[src/rtl/conv_encoder_tx.sv]
// Rate-1/2 convolutional encoder with an input FIFO and a registered symbol output.
// Zero-tail frame termination is built only when CONV_ENC_TAIL_EN is defined.
module conv_encoder_tx #(
  parameter int unsigned    K     = 3,
  parameter logic [K-1:0]   G0    = 3'b111,
  parameter logic [K-1:0]   G1    = 3'b101,
  parameter int unsigned    DEPTH = 4
) (
  input  logic       clk,
  input  logic       rst,
  input  logic       in_valid,
  input  logic       in_bit,
  input  logic       in_last,
  output logic       in_ready,
  output logic       sym_valid,
  output logic [1:0] sym,
  output logic       sym_last,
  input  logic       sym_ready,
  output logic       busy,
  output logic [7:0] sym_count
);

  localparam int unsigned AW = $clog2(DEPTH);
  localparam int unsigned HW = K - 1;
`ifdef CONV_ENC_TAIL_EN
  localparam int unsigned TW = (K > 2) ? $clog2(K) : 1;
`endif

  typedef enum logic [1:0] {
    S_IDLE,
    S_DATA
`ifdef CONV_ENC_TAIL_EN
    , S_TAIL
`endif
  } state_t;

  state_t        state_q, state_d;
  logic [1:0]    mem_q [DEPTH];
  logic [1:0]    mem_d [DEPTH];
  logic [AW:0]   wr_ptr_q, wr_ptr_d;
  logic [AW:0]   rd_ptr_q, rd_ptr_d;
  logic [HW-1:0] hist_q, hist_d;
  logic [1:0]    sym_q, sym_d;
  logic          sym_valid_q, sym_valid_d;
  logic          sym_last_q, sym_last_d;
  logic [7:0]    sym_count_q, sym_count_d;
`ifdef CONV_ENC_TAIL_EN
  logic [TW-1:0] tail_cnt_q, tail_cnt_d;
`endif

  logic       fifo_empty;
  logic       fifo_full;
  logic       push;
  logic       pop;
  logic       slot_free;
  logic       handshake;
  logic [1:0] head;

  function automatic logic [1:0] encode(input logic b, input logic [HW-1:0] h);
    logic [K-1:0] r;
    r = {b, h};
    return {^(r & G0), ^(r & G1)};
  endfunction

  // New bit enters at the top; the oldest history bit falls off the bottom.
  function automatic logic [HW-1:0] advance(input logic b, input logic [HW-1:0] h);
    logic [K-1:0] r;
    r = {b, h};
    return r[K-1:1];
  endfunction

  assign fifo_empty = (wr_ptr_q == rd_ptr_q);
  assign fifo_full  = (wr_ptr_q[AW] != rd_ptr_q[AW]) &&
                      (wr_ptr_q[AW-1:0] == rd_ptr_q[AW-1:0]);
  assign head       = mem_q[rd_ptr_q[AW-1:0]];
  assign in_ready   = !fifo_full;
  assign push       = in_valid && !fifo_full;
  assign slot_free  = !sym_valid_q || sym_ready;
  assign handshake  = sym_valid_q && sym_ready;

  always_comb begin
    mem_d    = mem_q;
    wr_ptr_d = wr_ptr_q;
    rd_ptr_d = rd_ptr_q;
    if (push) begin
      mem_d[wr_ptr_q[AW-1:0]] = {in_last, in_bit};
      wr_ptr_d                = wr_ptr_q + 1'b1;
    end
    if (pop) begin
      rd_ptr_d = rd_ptr_q + 1'b1;
    end
  end

  always_comb begin
    state_d     = state_q;
    hist_d      = hist_q;
    sym_d       = sym_q;
    sym_valid_d = sym_valid_q;
    sym_last_d  = sym_last_q;
    pop         = 1'b0;
`ifdef CONV_ENC_TAIL_EN
    tail_cnt_d  = tail_cnt_q;
`endif
    if (slot_free) begin
      sym_valid_d = 1'b0;
      sym_last_d  = 1'b0;
      case (state_q)
        S_IDLE, S_DATA: begin
          if (!fifo_empty) begin
            pop         = 1'b1;
            sym_d       = encode(head[0], hist_q);
            sym_valid_d = 1'b1;
            hist_d      = advance(head[0], hist_q);
            state_d     = S_DATA;
            if (head[1]) begin
`ifdef CONV_ENC_TAIL_EN
              state_d    = S_TAIL;
              tail_cnt_d = '0;
`else
              sym_last_d = 1'b1;
              hist_d     = '0;
              state_d    = S_IDLE;
`endif
            end
          end
        end
`ifdef CONV_ENC_TAIL_EN
        S_TAIL: begin
          sym_d       = encode(1'b0, hist_q);
          sym_valid_d = 1'b1;
          hist_d      = advance(1'b0, hist_q);
          tail_cnt_d  = tail_cnt_q + 1'b1;
          if (tail_cnt_q == TW'(K - 2)) begin
            sym_last_d = 1'b1;
            hist_d     = '0;
            state_d    = S_IDLE;
          end
        end
`endif
        default: state_d = S_IDLE;
      endcase
    end
  end

  always_comb begin
    sym_count_d = sym_count_q;
    if (handshake) begin
      if (sym_last_q) begin
        sym_count_d = '0;
      end else if (sym_count_q != 8'hFF) begin
        sym_count_d = sym_count_q + 8'd1;
      end
    end
  end

  always_ff @(posedge clk) begin
    if (rst) begin
      state_q     <= S_IDLE;
      for (int unsigned i = 0; i < DEPTH; i++) begin
        mem_q[i] <= '0;
      end
      wr_ptr_q    <= '0;
      rd_ptr_q    <= '0;
      hist_q      <= '0;
      sym_q       <= '0;
      sym_valid_q <= 1'b0;
      sym_last_q  <= 1'b0;
      sym_count_q <= '0;
`ifdef CONV_ENC_TAIL_EN
      tail_cnt_q  <= '0;
`endif
    end else begin
      state_q     <= state_d;
      mem_q       <= mem_d;
      wr_ptr_q    <= wr_ptr_d;
      rd_ptr_q    <= rd_ptr_d;
      hist_q      <= hist_d;
      sym_q       <= sym_d;
      sym_valid_q <= sym_valid_d;
      sym_last_q  <= sym_last_d;
      sym_count_q <= sym_count_d;
`ifdef CONV_ENC_TAIL_EN
      tail_cnt_q  <= tail_cnt_d;
`endif
    end
  end

  assign sym_valid = sym_valid_q;
  assign sym       = sym_q;
  assign sym_last  = sym_last_q;
  assign sym_count = sym_count_q;
  assign busy      = (state_q != S_IDLE) || !fifo_empty;

endmodule

[config.mk]
export PLATFORM = sky130hd
export DESIGN_NAME = conv_encoder_tx
export DESIGN_NICKNAME = d
export VERILOG_FILES = /design/src/rtl/conv_encoder_tx.sv
export SDC_FILE = /design/constraint.sdc
export NUM_CORES = 1
export LEC_CHECK = 0
export CAP_MARGIN = 30
export CORE_MARGIN = 2
export CORE_UTILIZATION = 35
export DETAILED_ROUTE_END_ITERATION = 6
export PLACE_DENSITY = 0.6
export SYNTH_ARGS = -nofsm -noshare
export SYNTH_HDL_FRONTEND = slang
export SYNTH_SLANG_ARGS = --single-unit
[constraint.sdc]
create_clock -name clk -period 1.9 [get_ports clk]
set_input_delay 0.57 -clock clk [delete_from_list [all_inputs] [get_ports clk]]
set_output_delay 0.57 -clock clk [all_outputs]
set_load 0.03 [all_outputs]
After elaboration in Yosys (flattened, before gate mapping)
Index checks and enable logic that the tools add are counted.
Cells by class
  magnitude comparators: 3
  reduce and logical (&&, ||, !) cells: 18
  add/sub/neg operators: 3
  equality and inequality tests: 6
  bitwise gates (word level): 3
  muxes and demuxes: 18
Operators by type and width (count)
  $mux W8: 2
  $mux W2: 6
  $add A8 B1 Y8 const B: 1
  $bwmux W8: 1
  $ne A8 B8 Y1 const B: 1
  $mux W1: 7
  $add A3 B1 Y3 const B: 2
  $ge A3 B3 Y1 const B: 2
  $not A2 Y3: 2
  $reduce_xor A3 Y1: 2
  $bmux W2 S2: 1
  $demux W2 S2: 1
  $logic_and A1 B1 Y1: 4
  $reduce_and A2 Y1: 2
  $reduce_bool A2 Y1: 2
  $eq A3 B3 Y1: 1
  $logic_not A1 Y1: 3
  $lt A3 B1 Y1 const B: 1
  $reduce_and A3 Y1: 1
  $eq A2 B1 Y1 const B: 1
  $eq A2 B2 Y1: 1
  $logic_not A2 Y1: 1
  $logic_or A1 B1 Y1: 2
  $ne A2 B2 Y1 const B: 1
  other kinds (3): 3
Storage, ports and cells
  register bits after elaboration: 30

Longest topological paths before layout
Gate-level depths: netlist (run 1).
  depth in word-level cells: 7
  gate-level depth with buffers: 6
  mapped depth without buffers: 5

Worst setup path before layout (run 1)
OpenSTA, ideal clock, no wires.
  kind: flip-flop to output port
  start point: register rd_ptr_q[0]
  end point: output port busy
  slack: 0.138 ns
  cell stages (with the launch flop): 4
  data arrival time: 1.192 ns
  cell sequence: dfxtp_1 > xor2_2 > nor3_1 > nand2b_1
Between the ends
  cells in the longest elaborated chain, start to end: 3
RTL lines
  start: declaration: RTL line 41  | logic [AW:0] rd_ptr_q, rd_ptr_d;
  start signal: assignment: RTL line 176  | rd_ptr_q <= rd_ptr_d;
  $eq A3 B3 Y1: RTL line 72  | assign fifo_empty = (wr_ptr_q == rd_ptr_q);
  $logic_not A1 Y1: RTL line 192  | assign busy = (state_q != S_IDLE) || !fifo_empty;
  $logic_or A1 B1 Y1: RTL line 192
  end: declaration: RTL line 19  | output logic busy,
No other way between the ends.

Worst setup path in the final report (run 1)
  start point: register wr_ptr_q[1]
  end point: output port in_ready
Between the ends
  cells in the longest elaborated chain, start to end: 3
RTL lines
  start: declaration: RTL line 40  | logic [AW:0] wr_ptr_q, wr_ptr_d;
  start signal: assignment: RTL line 175  | wr_ptr_q <= wr_ptr_d;
  $eq A2 B2 Y1: RTL line 74  | (wr_ptr_q[AW-1:0] == rd_ptr_q[AW-1:0]);
  $logic_and A1 B1 Y1: RTL line 73  | assign fifo_full = (wr_ptr_q[AW] != rd_ptr_q[AW]) &&
  $logic_not A1 Y1: RTL line 76  | assign in_ready = !fifo_full;
  end: declaration: RTL line 14  | output logic in_ready,
No other way between the ends.

==> results of run 1 <==
-- power groups by stage --
stage	Combinational, W	Clock [W]	Sequential (W)
final	0.000891	0.000659	0.000760
after global routing	0.000970	0.000708	0.000773
after CTS	0.000889	0.000680	0.000753
after detailed placement	0.000845	0	0.000760
after global placement	0.000823	0	0.000757
after floorplan	0.000467	0	0.000817
-- area by class of cell --
class / instances / area, sq um
tap: 50 / 62.6
sequential: 29 / 591
timing repair buffer: 41 / 364
fill: 390 / 2000
inverter: 6 / 22.5
clock buffer: 7 / 86.3
multi-input combinational: 111 / 876
clock inverter: 1 / 30.0
-- repair_timing --
item                       CTS  global route
resized for setup           21             5
buffers inserted             1             0
pin swaps                    2             1
setup endpoints to repair   11             9
-- final timing paths --
path | cells after the start | end | slack [ns]
hold reg to reg | 2 | sym[1] | 0.47
setup reg to reg | 6 | sym[1] | 0.18
setup / recovery | 3 | in_ready | -0.03
hold / removal | 2 | sym[1] | 0.47
-- flip-flops by register name, indices dropped and copies added (netlist names) --
signal     flops
sym_valid      1
state_q        1
wr_ptr_q       3
sym_count      8
sym            2
rd_ptr_q       3
hist_q         2
mem_q          8
sym_last       1
-- routing by layer --
layer / up-vias / part of all wire [%]
met4: 0 / 1.2
met2: 24 / 52
met1: 617 / 43
li1: 631 / -
met5: - / 0
met3: 3 / 4.0
-- worst min-delay path: stages, from the launching register on --
cell,delay [ns]
dfxtp_1,0.31
nand2_1,0.06
a21oi_1,0.05
-- placed cells by master, fill, tap and decap left out, drive strengths merged, types with 2 or more instances in the layout --
master / instances
o311ai: 5
clkbuf: 7
a211oi: 2
or3: 2
mux4: 2
clkdlybuf4s50: 6
xor2: 5
nand2: 10
inv: 6
o21ai: 4
mux2i: 9
ha: 6
nand2b: 3
a21oi: 11
dfxtp: 29
nor2: 20
dlygate4sd2: 9
nand3: 8
buf: 24
dlymetal6s2s: 2
o31ai: 3
xnor2: 6
-- through the flow --
stage	hold WS, ns	cell area (sq um)	total power (W)
2_1_floorplan	0.455	1470	0.00128
3_3_place_gp	0.440	1850	0.00158
3_5_place_dp	0.454	1850	0.00161
4_1_cts	0.462	2010	0.00232
5_1_grt	0.492	2030	0.00245
6_report	0.466	2030	0.00231
-- cells by family (layout without fill, tap and decap cells) --
family / after synthesis / in the layout / share of synthesized area [%]
DFF: 29 / 29 / 39.5
xor gates and xnor gates: 11 / 11 / 7.57
and+or+nand+nor: 50 / 50 / 15.9
AOI/OAI and AO/OA: 33 / 33 / 18.0
buffers and inverters: 14 / 55 / 4.25
muxes: 11 / 11 / 9.69
adders and majority gates: 6 / 6 / 5.10
==> summary.txt, run 1 <==
outcome: complete, but fails checks
failing checks: setup timing
min-delay src: sym[1]
max incr delay on CP: 0.37 ns
Unique masters post-synth: 37
post-route setup slack: -0.0330 ns
final setup fails: 1
count leader, synth: dfxtp_1
layout cell share with drive strength beyond 1: 25.1%
synthesized area: 1470 sq um
GP Congestion: 0.757
RSZ-0062 raised after global routing: true
slew margin rel.: 62.7%
WP buf/inv: 1
CP max stage cell: or3_4
setup_tns: -0.0330 ns
DP Cell Count: 236
FFs w/ async S/R, synth: 0%
H-tree depth: 2
Logic pwr share: 38.6%
DR DRC count: 0
final design utilization: 50.4%
cells after synthesis: 154
worst slack at placement: -0.189 ns
GRT busiest layer: met2
final hold viol count: 0
endpoint class of the critical path: primary output
clock transition at the registers of the reported paths: 0.06 ns
die area: 4740 sq um
post-synthesis sequential area ratio: 39.5%
Syn Area/Cell: 9.55 sq um
area share of the largest cell type after synthesis: 39.5%
Worst Setup SP: wr_ptr_q[1]
GR Util All Layers: 15.6%
Int Pwr: 0.00154 W
non-filler cells in the finished layout: 245
DP HPWL: 2.43 mm
antenna violations before repair: 0
area grow syn2layout: 38.1%
r2r startpoint: rd_ptr_q[0]
Iter 0 DRT Violations: 56
Leakage: 0.883 nW
fin nets: 206
grt met2 use: 27.6%
Synth Flop Type: dfxtp_1
worst-path maximum fanout: 6
CTS tree: done
switching power: 0.000774 W
antenna cell count: 0
Via density: 5.20
CTS hold repair buffers: 0
max-cap violations: 0
Setup crit start kind: register
hold crit path type: register to register
WL/cell: 13.4 microns
Post-synth EDFFs: 0
vias: 1275
Initial Util: 36.5%
final WL: 3.27 mm
FP Rows: 23
arrival time at the worst endpoint: 1.36 ns
critical path class: register to primary output
total of flip-flops plus latches after synthesis: 29
Syn Nets: 166
minimum clock period: 1.93 ns
grt met1 use: 17.0%
sequential share of power: 32.9%
Die W: 68.8 microns
PortBufs: 19
total gr overflow: 0
CTS Buffer Depth: 2
clock sink total: 29
largest net degree at the start of global routing: 24
core outline area: 4030 sq um
GR met3 Demand/Resource: 5.84%
number of synthesis warnings: 0
Sw Share: 33.5%
clk_skew: 0.00260 ns
io pins: 20
Antenna Nets Post-Route: 0
Tcrit/Tclk final: 102%
Yosys top cell by area: dfxtp_1
Tightest Pin Transition: 0.555 ns
critical path required time: 1.33 ns
pwr/cell area: 1140 nW/um^2
drt first pass iters: 4
clk root buf: clkbuf_8
clk_lat worst skew: 0.28 ns
Post-synth top cells: 29 x dfxtp_1, 20 x nor2_1, 11 x a21oi_1, 10 x nand2_1, 9 x mux2i_1
ranking of synthesized cells by area: dfxtp_1 39%, mux2i_1 6.1%, ha_1 5.1%
die height: 68.8 microns
max frequency: 517 MHz
vias in the first global route: 1227
family with the most delay on the worst path: simple AND/OR/NAND/NOR gates
Num CTS Buffers: 5
first-pass GRT wire length: 5.33 mm
cells along the critical path: xor2_4 > or3_4 > buf_6
clock share of power: 28.5%
worst vdd ir: 0.000531 V
max-slew violation count: 0
Note: power is estimated with default switching activity, not from simulation.
==> run 2: changes to the inputs <==
--- a/config.mk
+++ b/config.mk
@@ -6,9 +6,10 @@
 export NUM_CORES = 1
 export LEC_CHECK = 0
 export CAP_MARGIN = 30
-export CORE_MARGIN = 2
+export CORE_MARGIN = 8
 export CORE_UTILIZATION = 35
 export DETAILED_ROUTE_END_ITERATION = 6
+export GPL_ROUTABILITY_DRIVEN = 0
 export PLACE_DENSITY = 0.6
 export SYNTH_ARGS = -nofsm -noshare
 export SYNTH_HDL_FRONTEND = slang
==> summary.txt, run 2 (synthesis results as in run 1) <==
outcome: complete, but fails checks
failing checks: setup timing
antenna violations before repair: 0
final design utilization: 50.0%
DP HPWL: 2.60 mm
arrival time at the worst endpoint: 1.34 ns
sequential share of power: 34.8%
post-route setup slack: -0.00933 ns
WL/cell: 14.4 microns
RSZ-0062 raised after global routing: true
FP Rows: 23
placed cell areas: 1850 sq um
leading cell types in the layout, fill and taps excluded: 24 x dfxtp_1, 24 x buf_4, 20 x nor2_1, 11 x a21oi_1, 10 x nand2_1
antenna cell count: 0
Int Pwr: 0.00139 W
setup_tns: -0.00933 ns
CTS hold repair buffers: 0
max frequency: 524 MHz
endpoint class of the critical path: primary output
hold crit path type: register to register
Min Hold Slack: 0.451 ns
io pins: 20
final WL: 3.56 mm
clk_lat worst skew: 0.28 ns
first-pass GRT wire length: 5.93 mm
Sw Share: 35.4%
max incr delay on CP: 0.38 ns
Initial Util: 36.5%
DP Cell Count: 236
CP max stage cell: or3_4
PortBufs: 19
Num CTS Buffers: 5
clock share of power: 23.8%
clk_skew: 0.00374 ns
Die W: 80.8 microns
H-tree depth: 2
cells along the critical path: xor2_2 > or3_4 > buf_6
non-filler cells in the finished layout: 247
GR Util All Layers: 11.6%
max-slew violation count: 0
max-cap violations: 0
final setup fails: 1
die height: 80.8 microns
Antenna Nets Post-Route: 0
WP buf/inv: 1
CTS Buffer Depth: 2
core outline area: 4030 sq um
Setup crit start kind: register
Iter 0 DRT Violations: 41
fin nets: 209
final instance area: 2020 sq um
largest net degree at the start of global routing: 28
final hold viol count: 0
CTS tree: done
vias in the first global route: 1322
vias: 1281
Tcrit/Tclk final: 100%
total gr overflow: 0
DR DRC count: 0
clk root buf: clkbuf_8
clock sink total: 29
layout cell share with drive strength beyond 1: 25.4%
clock transition at the registers of the reported paths: 0.06 ns
minimum clock period: 1.91 ns
worst vdd ir: 0.000544 V
area grow syn2layout: 37.0%
drt first pass iters: 4
switching power: 0.000761 W
worst-path maximum fanout: 4
critical path class: register to primary output
Logic pwr share: 41.4%
critical path required time: 1.33 ns
Leakage: 0.894 nW
Via density: 5.19
slew margin rel.: 60.1%
die area: 6540 sq um
Tightest Pin Transition: 0.593 ns
pwr/cell area: 1070 nW/um^2
family with the most delay on the worst path: simple AND/OR/NAND/NOR gates
==> run 2: cell types whose count changed in the layout (fill, tap and decap cells not counted), sizes merged <==
cell	change
dlygate4sd2	-1
buf	+3
dlymetal6s2s	+1
bufinv	-1
==> run 2: what timing repair did <==
item,in CTS,in global routing
buffers inserted,4,0
pin swaps,3,0
endpoints found under the setup margin,10,11
gates cloned,0,0
resized for setup,20,4
==> run 2: final timing paths <==
check        slack (ns)       end  cells past startpoint        start
max              -0.009  in_ready                      3  wr_ptr_q[1]
min reg2reg        0.45    sym[1]                      2       sym[1]
min                0.45    sym[1]                      2       sym[1]
max reg2reg        0.25    sym[0]                      4  rd_ptr_q[0]
==> run 2: area by class of cell <==
cell class	count	area, sq um
Clock buffer	7	86.3
Fill cell	382	2010
Inverter	6	22.5
Multi-Input combinational cell	111	865
Sequential cell	29	589
Tap cell	50	62.6
Timing Repair Buffer	44	390
==> run 2: per-layer routing <==
| layer | up-vias | GRT usage, % | part of all wire, % |
|---|---|---|---|
| li1 | 633 | - | - |
| met1 | 611 | 11.9 | 41 |
| met2 | 31 | 20.7 | 51 |
| met3 | 6 | 3.64 | 6.3 |
| met4 | 0 | 6.25 | 1.6 |
| met5 | - | 0 | 0 |
==> run 2: worst reg2reg max path: cells and delay by family, from the launching register on <==
kind,cells,cell delay (ns)
buf+inv,1,0.16
compound gates,1,0.21
flops,1,0.38
mux,1,0.64
xor+xnor,1,0.17
==> run 2: power groups by stage <==
stage          registers [W]  logic (W)  clock network, W
2_1_floorplan       0.000817   0.000467                 0
3_3_place_gp        0.000750   0.000787                 0
3_5_place_dp        0.000755   0.000812                 0
4_1_cts             0.000749   0.000889          0.000522
5_1_grt             0.000756   0.000964          0.000547
6_report            0.000747   0.000889          0.000511
==> run 2: stage by stage <==
stage	power (W)	setup slack [ns]
2_1_floorplan	0.00128	0.138
3_3_place_gp	0.00154	-0.147
3_5_place_dp	0.00157	-0.205
4_1_cts	0.00216	-0.0167
5_1_grt	0.00227	-0.0393
6_report	0.00215	-0.00933
==> run 3: changes to the inputs <==
--- a/config.mk
+++ b/config.mk
@@ -8,9 +8,12 @@
 export CAP_MARGIN = 30
 export CORE_MARGIN = 8
 export CORE_UTILIZATION = 35
+export CTS_CLUSTER_SIZE = 28
 export DETAILED_ROUTE_END_ITERATION = 6
 export GPL_ROUTABILITY_DRIVEN = 0
+export GPL_TIMING_DRIVEN = 0
 export PLACE_DENSITY = 0.6
 export SYNTH_ARGS = -nofsm -noshare
 export SYNTH_HDL_FRONTEND = slang
 export SYNTH_SLANG_ARGS = --single-unit
+export TNS_END_PERCENT = 30
==> summary.txt, run 3 (synthesis results as in run 1) <==
area grow syn2layout: 33.9%
cells along the critical path: xor2_4 > or3_4 > buf_6
Via density: 5.19
Worst Setup SP: wr_ptr_q[1]
max frequency: 518 MHz
commonest non-fill, non-tap cell in the layout: dfxtp_1
max-cap violations: 0
Num CTS Buffers: 5
Tcrit/Tclk final: 102%
core outline area: 4030 sq um
Tightest Pin Transition: 0.542 ns
io pins: 20
Iter 0 DRT Violations: 37
outcome: complete, but fails checks
vias: 1225
hold crit path type: register to register
PortBufs: 18
Antenna Nets Post-Route: 0
clock transition at the registers of the reported paths: 0.07 ns
CTS hold repair buffers: 0
r2r startpoint: sym_count[0]
FP Rows: 23
worst slack at placement: -0.584 ns
H-tree depth: 2
layout cell share with drive strength beyond 1: 21.0%
antenna violations before repair: 0
die area: 6540 sq um
slew margin rel.: 63.8%
worst vdd ir: 0.000646 V
leading cell types in the layout, fill and taps excluded: 23 x dfxtp_1, 20 x nor2_1, 10 x nand2_1, 10 x a21oi_1, 10 x dlygate4sd2_1
reg-to-reg endpoint: sym_count[5]
pwr/cell area: 1150 nW/um^2
WP buf/inv: 1
Fillers: 386
minimum clock period: 1.93 ns
post-route setup slack: -0.0308 ns
Initial Util: 36.5%
clk_lat worst skew: 0.29 ns
GR Util All Layers: 11.2%
vias in the first global route: 1249
CP endpoint: in_ready
clk_skew: 0.00494 ns
CTS tree: done
clock sink total: 29
first-pass GRT wire length: 5.62 mm
Die W: 80.8 microns
DR DRC count: 0
Setup crit start kind: register
drt first pass iters: 4
CP max stage cell: dfxtp_4
total gr overflow: 0
critical path class: register to primary output
max-slew violation count: 0
r2r worst-path depth: 6
CTS Buffer Depth: 2
Min Hold Slack: 0.453 ns
Leakage: 0.825 nW
max incr delay on CP: 0.37 ns
final hold viol count: 0
endpoint class of the critical path: primary output
largest net degree at the start of global routing: 11
RSZ-0062 raised after global routing: true
worst-path maximum fanout: 4
final setup fails: 2
critical path required time: 1.33 ns
R2R Setup Slk: 0.25 ns
Levels on crit path: 3
arrival time at the worst endpoint: 1.36 ns
failing checks: setup timing
die height: 80.8 microns
WL/cell: 14.2 microns
clk root buf: clkbuf_8
DP HPWL: 2.41 mm
fin nets: 197
final WL: 3.35 mm
family with the most delay on the worst path: flip-flops
antenna cell count: 0
run 3: cell types whose count changed in the layout (fill, tap and decap cells not counted), moves of 2 or more:
cell | before | now
buf_4 | 24 | 7
dfxtp_4 | 1 | 6
clkbuf_1 | 1 | 6
buf_6 | 2 | 4
dfxtp_2 | 4 | 0
clkdlybuf4s50_1 | 6 | 4
dlygate4sd2_1 | 8 | 10
run 3: worst min-delay path by stage:
| stage | slack, ns | from | depth (start not counted) | to |
|---|---|---|---|---|
| finish | 0.45 | sym[1] | 2 | sym[1] |
| global route | 0.48 | sym[1] | 2 | sym[1] |
| CTS | 0.46 | sym[1] | 2 | sym[1] |
| detailed placement | 0.45 | sym[1] | 2 | sym[1] |
| global placement | 0.44 | sym[1] | 2 | sym[1] |
| floorplan | 0.45 | mem_q[4] | 2 | mem_q[4] |
run 3: layer usage:
metal  up-vias  wire length [microns]  global-route usage [%]
met3         7                    224                    4.75
met2        24                   1610                    20.0
met4         0                     72                    5.89
met5         -                      0                       0
li1        612                      -                       -
met1       582                   1440                    10.9
run 3: report_power, final:
part	switching, W	internal [W]
clock	0.000248	0.000427
combinational	0.000441	0.000371
sequential	0.0000888	0.000692
total	0.000778	0.00149
run 3: layout make-up:
type	count	area, sq um	share of cell area [%]
flip-flops and latches	29	603	30.6
well taps	50	62.6	3.17
inverters	6	22.5	1.14
multi-input cells	111	897	45.5
repair buffers	24	220	11.2
clock inverters	1	30.0	1.52
plain buffers	8	48.8	2.48
clock buffers	7	86.3	4.38
run 3: stage by stage:
step | util (%) | total power, W | std cells | instance area (sq um) | setup TNS (ns)
after floorplan | - | 0.00128 | 154 | 1470 | 0
after global placement | 42.5 | 0.00147 | 222 | 1710 | -2.05
after detailed placement | 42.5 | 0.00149 | 222 | 1710 | -2.20
after CTS | 48.4 | 0.00229 | 236 | 1950 | -0.0871
after global routing | 48.9 | 0.00240 | 236 | 1970 | -0.167
final | 48.9 | 0.00227 | 236 | 1970 | -0.0325
run 3: worst min-delay path: stages (launching register included):
cell	delay, ns
dfxtp_1	0.31
nand2_1	0.05
a21oi_1	0.05
run 3: repair_timing:
| item | in CTS | in global routing |
|---|---|---|
| endpoints found under the setup margin | 13 | 6 |
| pin swaps | 7 | 1 |
| buffers inserted | 6 | 0 |
| resized for setup | 44 | 7 |
